===== src/rtl/adsr_envelope.sv =====
// adsr_envelope
// -----------------------------------------------------------------------------
// Amplitude-envelope stage between the wave generator and the PWM audio output.
// A 16-bit accumulator is stepped through ATTACK / DECAY / SUSTAIN / RELEASE
// on a slow envelope tick (one tick every TICK_DIV clocks). Its upper byte is
// the envelope level, and it scales the incoming sample about its 0x80
// midpoint.
//
// Ports
//   clk            system clock (100 MHz)
//   rst            synchronous, active-high reset
//   gate           note on (1) / off (0), already debounced, synchronous to clk
//   attack_rate    accumulator increment per tick in ATTACK (0 = jump to full)
//   decay_rate     accumulator decrement per tick in DECAY (0 = jump to sustain)
//   sustain_level  sustain envelope level (upper byte of the accumulator)
//   release_rate   accumulator decrement per tick in RELEASE (0 = jump to zero)
//   wave_in        unsigned sample from the generator, midpoint 0x80
//   wave_out       registered, scaled unsigned sample to the PWM stage
//   env_level      current envelope level, acc[15:8]
//   state          IDLE=0, ATTACK=1, DECAY=2, SUSTAIN=3, RELEASE=4
//   active         high whenever state != IDLE
// -----------------------------------------------------------------------------
module adsr_envelope #(
  parameter int unsigned TICK_DIV = 100000
) (
  input  logic       clk,
  input  logic       rst,
  input  logic       gate,
  input  logic [7:0] attack_rate,
  input  logic [7:0] decay_rate,
  input  logic [7:0] sustain_level,
  input  logic [7:0] release_rate,
  input  logic [7:0] wave_in,
  output logic [7:0] wave_out,
  output logic [7:0] env_level,
  output logic [2:0] state,
  output logic       active
);

  localparam int unsigned          CNT_W   = $clog2(TICK_DIV);
  localparam logic [CNT_W-1:0]     CNT_MAX = CNT_W'(TICK_DIV - 1);

  typedef enum logic [2:0] {
    ST_IDLE    = 3'd0,
    ST_ATTACK  = 3'd1,
    ST_DECAY   = 3'd2,
    ST_SUSTAIN = 3'd3,
    ST_RELEASE = 3'd4
  } state_e;

  state_e             state_q, state_d;
  logic [15:0]        acc_q, acc_d;
  logic [CNT_W-1:0]   cnt_q, cnt_d;
  logic               gate_q, gate_d;
  logic [7:0]         wave_out_q, wave_out_d;

  logic               tick;
  logic               rise;
  logic [15:0]        sustain_acc;
  logic [16:0]        attack_sum;
  logic [16:0]        decay_diff;
  logic               attack_full;
  logic               decay_done;
  logic               release_done;
  logic signed [16:0] centered;
  logic signed [16:0] product;

  // ---------------------------------------------------------------------------
  // State register
  // ---------------------------------------------------------------------------
  always_ff @(posedge clk) begin
    if (rst) begin
      state_q    <= ST_IDLE;
      acc_q      <= '0;
      cnt_q      <= '0;
      gate_q     <= 1'b0;
      wave_out_q <= 8'h80;
    end else begin
      state_q    <= state_d;
      acc_q      <= acc_d;
      cnt_q      <= cnt_d;
      gate_q     <= gate_d;
      wave_out_q <= wave_out_d;
    end
  end

  // ---------------------------------------------------------------------------
  // Next-state / accumulator logic
  // ---------------------------------------------------------------------------
  always_comb begin
    tick        = (cnt_q == CNT_MAX);
    cnt_d       = tick ? '0 : cnt_q + CNT_W'(1);
    gate_d      = gate;
    rise        = gate & ~gate_q;
    sustain_acc = {sustain_level, 8'h00};

    // 17-bit arithmetic exposes carry / borrow for saturation and underflow.
    attack_sum   = {1'b0, acc_q} + {9'b0, attack_rate};
    decay_diff   = {1'b0, acc_q} - {9'b0, decay_rate};
    attack_full  = (attack_rate == '0) | attack_sum[16] | (attack_sum[15:0] == 16'hFFFF);
    decay_done   = (decay_rate == '0) | decay_diff[16] | (decay_diff[15:0] <= sustain_acc);
    release_done = (release_rate == '0) | (acc_q <= {8'h00, release_rate});

    state_d = state_q;
    acc_d   = acc_q;

    // Gate events are tested ahead of the tick so that a gate transition
    // suppresses the tick arithmetic for that cycle.
    case (state_q)
      ST_IDLE: begin
        acc_d = '0;
        if (rise) state_d = ST_ATTACK;
      end
      ST_ATTACK: begin
        if (!gate) begin
          state_d = ST_RELEASE;
        end else if (tick) begin
          if (attack_full) begin
            acc_d   = '1;
            state_d = ST_DECAY;
          end else begin
            acc_d = attack_sum[15:0];
          end
        end
      end
      ST_DECAY: begin
        if (!gate) begin
          state_d = ST_RELEASE;
        end else if (tick) begin
          if (decay_done) begin
            acc_d   = sustain_acc;
            state_d = ST_SUSTAIN;
          end else begin
            acc_d = decay_diff[15:0];
          end
        end
      end
      ST_SUSTAIN: begin
        // Tracks sustain_level every cycle so level changes apply live.
        acc_d = sustain_acc;
        if (!gate) state_d = ST_RELEASE;
      end
      ST_RELEASE: begin
        // Retrigger keeps the current accumulator; attack resumes from here.
        if (rise) begin
          state_d = ST_ATTACK;
        end else if (tick) begin
          if (release_done) begin
            acc_d   = '0;
            state_d = ST_IDLE;
          end else begin
            acc_d = acc_q - {8'h00, release_rate};
          end
        end
      end
      default: begin
        state_d = ST_IDLE;
        acc_d   = '0;
      end
    endcase
  end

  // ---------------------------------------------------------------------------
  // Output logic
  // ---------------------------------------------------------------------------
  always_comb begin
    env_level = acc_q[15:8];
    state     = state_q;
    active    = (state_q != ST_IDLE);
    wave_out  = wave_out_q;

    // Centre the sample, scale by the unsigned level, floor-shift back down
    // and re-bias. Magnitudes stay within 17-bit signed, result within 0..254.
    centered   = $signed({9'b0, wave_in}) - 17'sd128;
    product    = centered * $signed({9'b0, env_level});
    wave_out_d = 8'((product >>> 8) + 17'sd128);
  end

endmodule


===== config.mk =====
export PLATFORM = sky130hd
export DESIGN_NAME = adsr_envelope
export DESIGN_NICKNAME = d
export VERILOG_FILES = /design/src/rtl/adsr_envelope.sv
export SDC_FILE = /design/constraint.sdc
export NUM_CORES = 1
export LEC_CHECK = 0
export ABC_AREA = 1
export CAP_MARGIN = 5
export CORE_MARGIN = 3
export CORE_UTILIZATION = 40
export DETAILED_ROUTE_END_ITERATION = 16
export RECOVER_POWER = 25
export SYNTH_ARGS = -nofsm -noshare
export SYNTH_HDL_FRONTEND = slang
export SYNTH_SLANG_ARGS = --single-unit

===== constraint.sdc =====
create_clock -name clk -period 6.6 [get_ports clk]
set_input_delay 1.32 -clock clk [delete_from_list [all_inputs] [get_ports clk]]
set_output_delay 1.32 -clock clk [all_outputs]
set_load 0.02 [all_outputs]

==> reports/metrics.csv <==
stage,metric,value,unit
clock_network,cts_setup_buffers,0,
power,powerDensity,220,nW/um^2
global_routing,grt.busiest_layer,met2,
timing,rsz0062_at_grt,no,
power,leakagePower,4.35,nW
worst_setup_path,cp_max_fo,7,
worst_setup_path,startpoint,wave_in[7],
logic_synthesis,yosysWarnings,0,
clock_network,cts_hold_buf,0,
clock_network,clkTransAtPathRegs,0.07,ns
logic_synthesis,synthArstFlopShare,0,%
placement,gp_congestion,0.916,
clock_network,cts.repair.resized,0,
power,power,1.83,mW
timing,setup_ws,0.686,ns
global_routing,gr-usage-met1,28.6,%
global_routing,grt_use_met2,32.0,%
timing,worst_pin_slew,1.62,ns
logic_synthesis,synth_enable_flop_cells,0,
logic_synthesis,syn_area,7410,um^2
clock_network,clk_path_buf_depth,2,
hold_path,hold_path.class,reg2reg,
clock_network,cts_tree,done,
logic_synthesis,syn-mean-instance-area,6.37,um^2
final_layout,final_nets,1359,
timing,finalCritPeriodShare,89.6,%
worst_setup_path,cp_data_arrival_time,6.11,ns
final_layout,diodes,0,
floorplan,ioPinCount,63,
floorplan,die_area,20200,um^2
placement,dp_hpwl,15800,um
routing,wl,19600,um
timing,slew_viol_final,23,
timing,whs,0.467,ns
routing,wl_per_cell,13.7,um
placement,preCtsSetupSlack,0.395,ns
global_routing,groute.usage.overall,19.9,%
hold_path,hold_start,cnt_q[0]$_SDFF_PP0_,
timing,max_slew_margin,-8.32,%
timing,max_freq,0.169,GHz
routing,drt-vias-per-instance,4.90,
clock_network,clock_latency,0.31,ns
global_routing,grt_pass1_vias,6634,
floorplan,rows,49,
routing,first_pass_iters,5,
timing,min_period,5.91,ns
logic_synthesis,syn_inst,1163,
timing,finalClockSkew,0.0109,ns
clock_network,cts_root_buffer,clkbuf_16,
logic_synthesis,yosysSeqAreaShare,12.2,%
routing,ant_nets,0,
logic_synthesis,syn-num-nets,1320,
final_layout,area_delta_synth_final,12.2,%
run,drv_cap,1,
global_routing,grt_max_degree,23,
logic_synthesis,ys_ff_latch,45,
global_routing,use_met3,3.02,%
logic_synthesis,yosys_most_used_dff,dfxtp_1,
floorplan,dieHeight,142,um
worst_setup_path,worstPathRequired,6.80,ns
clock_network,clock_sinks,45,
floorplan,start_util,41.0,%
timing,finalSetupTns,0,ns
power,ir_drop,0.180,mV
routing,drc,0,
worst_setup_path,critical_path_class,in2reg,
routing,drt_iter0_markers,380,
routing,vias,7022,
floorplan,die_x,142,um
worst_setup_path,cp-start-kind,input port,
floorplan,core-area,18100,um^2
timing,hold_viol_final,0,
final_layout,num-fill-cells,1905,
global_routing,antenna_found_initial,0,
global_routing,grt_pass1_wl,32500,um
global_routing,overflow,0,
logic_synthesis,yosysUniqueCellTypes,53,
worst_setup_path,r2r_start,acc_q[12]$_SDFFE_PP0P_,
status,status,finished with violations,
timing,finalSetupViolations,0,
placement,portBuffers,62,
worst_setup_path,end_kind,flop,
clock_network,numCtsBuffers,5,
final_layout,layout-drive-gt1-share,7.65,%
status,violations,"max-capacitance violations, max-slew violations",
clock_network,htree_levels,2,
## worst max-delay path: stages
cell,delay [ns]
clkdlybuf4s50_1,0.53
nor2_1,0.31
inv_1,0.11
fa_1,0.54
inv_1,0.05
fa_1,0.50
inv_1,0.05
fa_1,0.47
fa_1,0.55
inv_1,0.04
ha_1,0.32
a21oi_1,0.18
nor2_1,0.06
a211oi_1,0.15
o21ai_0,0.22
nand2_1,0.14
nand2_1,0.11
a21boi_0,0.24
nor2_1,0.06
nor2_1,0.09
nand2_1,0.07
## final cells by class
cell class | count | area, um^2 | share of cell area [%]
multi-input combinational | 822 | 5320 | 63.9
inverter | 261 | 982 | 11.8
sequential | 45 | 901 | 10.8
timing repair buffer | 67 | 654 | 7.87
tap | 229 | 287 | 3.45
clock buffer | 5 | 125 | 1.50
clock inverter | 3 | 50.0 | 0.602
## logic make-up (layout without fill, tap and decap cells)
logic type	count (synthesis)	in the layout	synth area share (%)
AND/OR/NAND/NOR	587	587	36.0
buffers and inverters	296	336	16.2
adder cells (fa/ha/maj)	114	114	24.7
AO/OA/AOI/OAI	101	101	8.66
flip-flops	45	45	12.2
XOR/XNOR	20	20	2.36
## sequential cells by signal (all words and copies together) (netlist names)
name,count
cnt_q,17
wave_out,8
state,3
acc_q,16
gate_q,1
## path summary, 6_finish.rpt
kind	end	slack, ns	cells after the start
setup / recovery	wave_out[7]$_SDFF_PP1_	0.69	21
hold / removal	cnt_q[0]$_SDFF_PP0_	0.47	1
setup reg to reg	wave_out[7]$_SDFF_PP1_	1.34	18
hold reg to reg	cnt_q[0]$_SDFF_PP0_	0.47	1
## cells in the mapped netlist, types with 2 or more instances
cell type / count / area [um^2]
nand2_1: 333 / 1250
inv_1: 248 / 931
nor2_1: 91 / 342
nand3_1: 64 / 320
ha_1: 60 / 751
fa_1: 54 / 1080
dfxtp_1: 45 / 901
a21oi_1: 41 / 205
nand4_1: 18 / 113
o21ai_0: 16 / 80.1
a21oi_2: 14 / 123
nand3_2: 14 / 140
nor3_1: 14 / 70.1
xor2_1: 14 / 123
inv_2: 12 / 45.0
buf_4: 11 / 82.6
nand2_2: 11 / 68.8
clkbuf_1: 8 / 30.0
nor2_2: 7 / 43.8
nor4_1: 6 / 37.5
xnor2_1: 6 / 52.6
buf_2: 5 / 25.0
clkbuf_2: 5 / 25.0
nand3b_1: 5 / 37.5
o21a_1: 5 / 37.5
o21ai_1: 5 / 25.0
a22oi_1: 4 / 30.0
buf_6: 4 / 45.0
nor2_4: 4 / 45.0
o21bai_1: 4 / 30.0
or2_2: 4 / 25.0
a31oi_1: 3 / 18.8
nor3_2: 3 / 30.0
nor3b_1: 3 / 22.5
buf_1: 2 / 7.51
nand2_4: 2 / 22.5
nor3_4: 2 / 32.5
## stage by stage
stage          cell area [um^2]  std cells  utilization [%]
3_5_place_dp               8140       1424             45.0
3_3_place_gp               8140       1424             45.0
4_1_cts                    8320       1432             46.0
2_1_floorplan              7410       1163                -
5_1_grt                    8310       1432             46.0
6_report                   8310       1432             46.0
## power breakdown
group          total (mW)  internal (mW)  switching (mW)
clock network       0.313          0.182           0.131
logic                1.16          0.410           0.753
registers           0.353          0.305          0.0485
total                1.83          0.897           0.932
## placed cells by master (no fill, tap or decap), drive strengths merged
cell	instances
nor3b	4
a21o	1
a21boi	2
nor4b	1
buf	4
a211oi	1
o21ai	22
bufinv	1
dfxtp	45
a22oi	4
fa	54
o21bai	4
o211ai	2
inv	262
a21oi	56
nand3b	5
ha	60
xor2	14
dlygate4sd3	9
nor2	103
and2	1
a31oi	3
or2	5
a221oi	1
clkdlybuf4s50	53
o21a	5
nand4	19
xnor2	6
clkbuf	6
nand2	346
clkinv	1
nor4	6
nand3	78
nor3	19
## per-layer routing
metal | up-vias | routed length (um) | part of all wire (%)
met1 | 3197 | 9410 | 48
met5 | - | 0 | 0
met3 | 9 | 1300 | 6.6
met4 | 0 | 142 | 0.72
met2 | 175 | 8790 | 45
li1 | 3641 | - | -
Power figures use the tool's default switching activity.
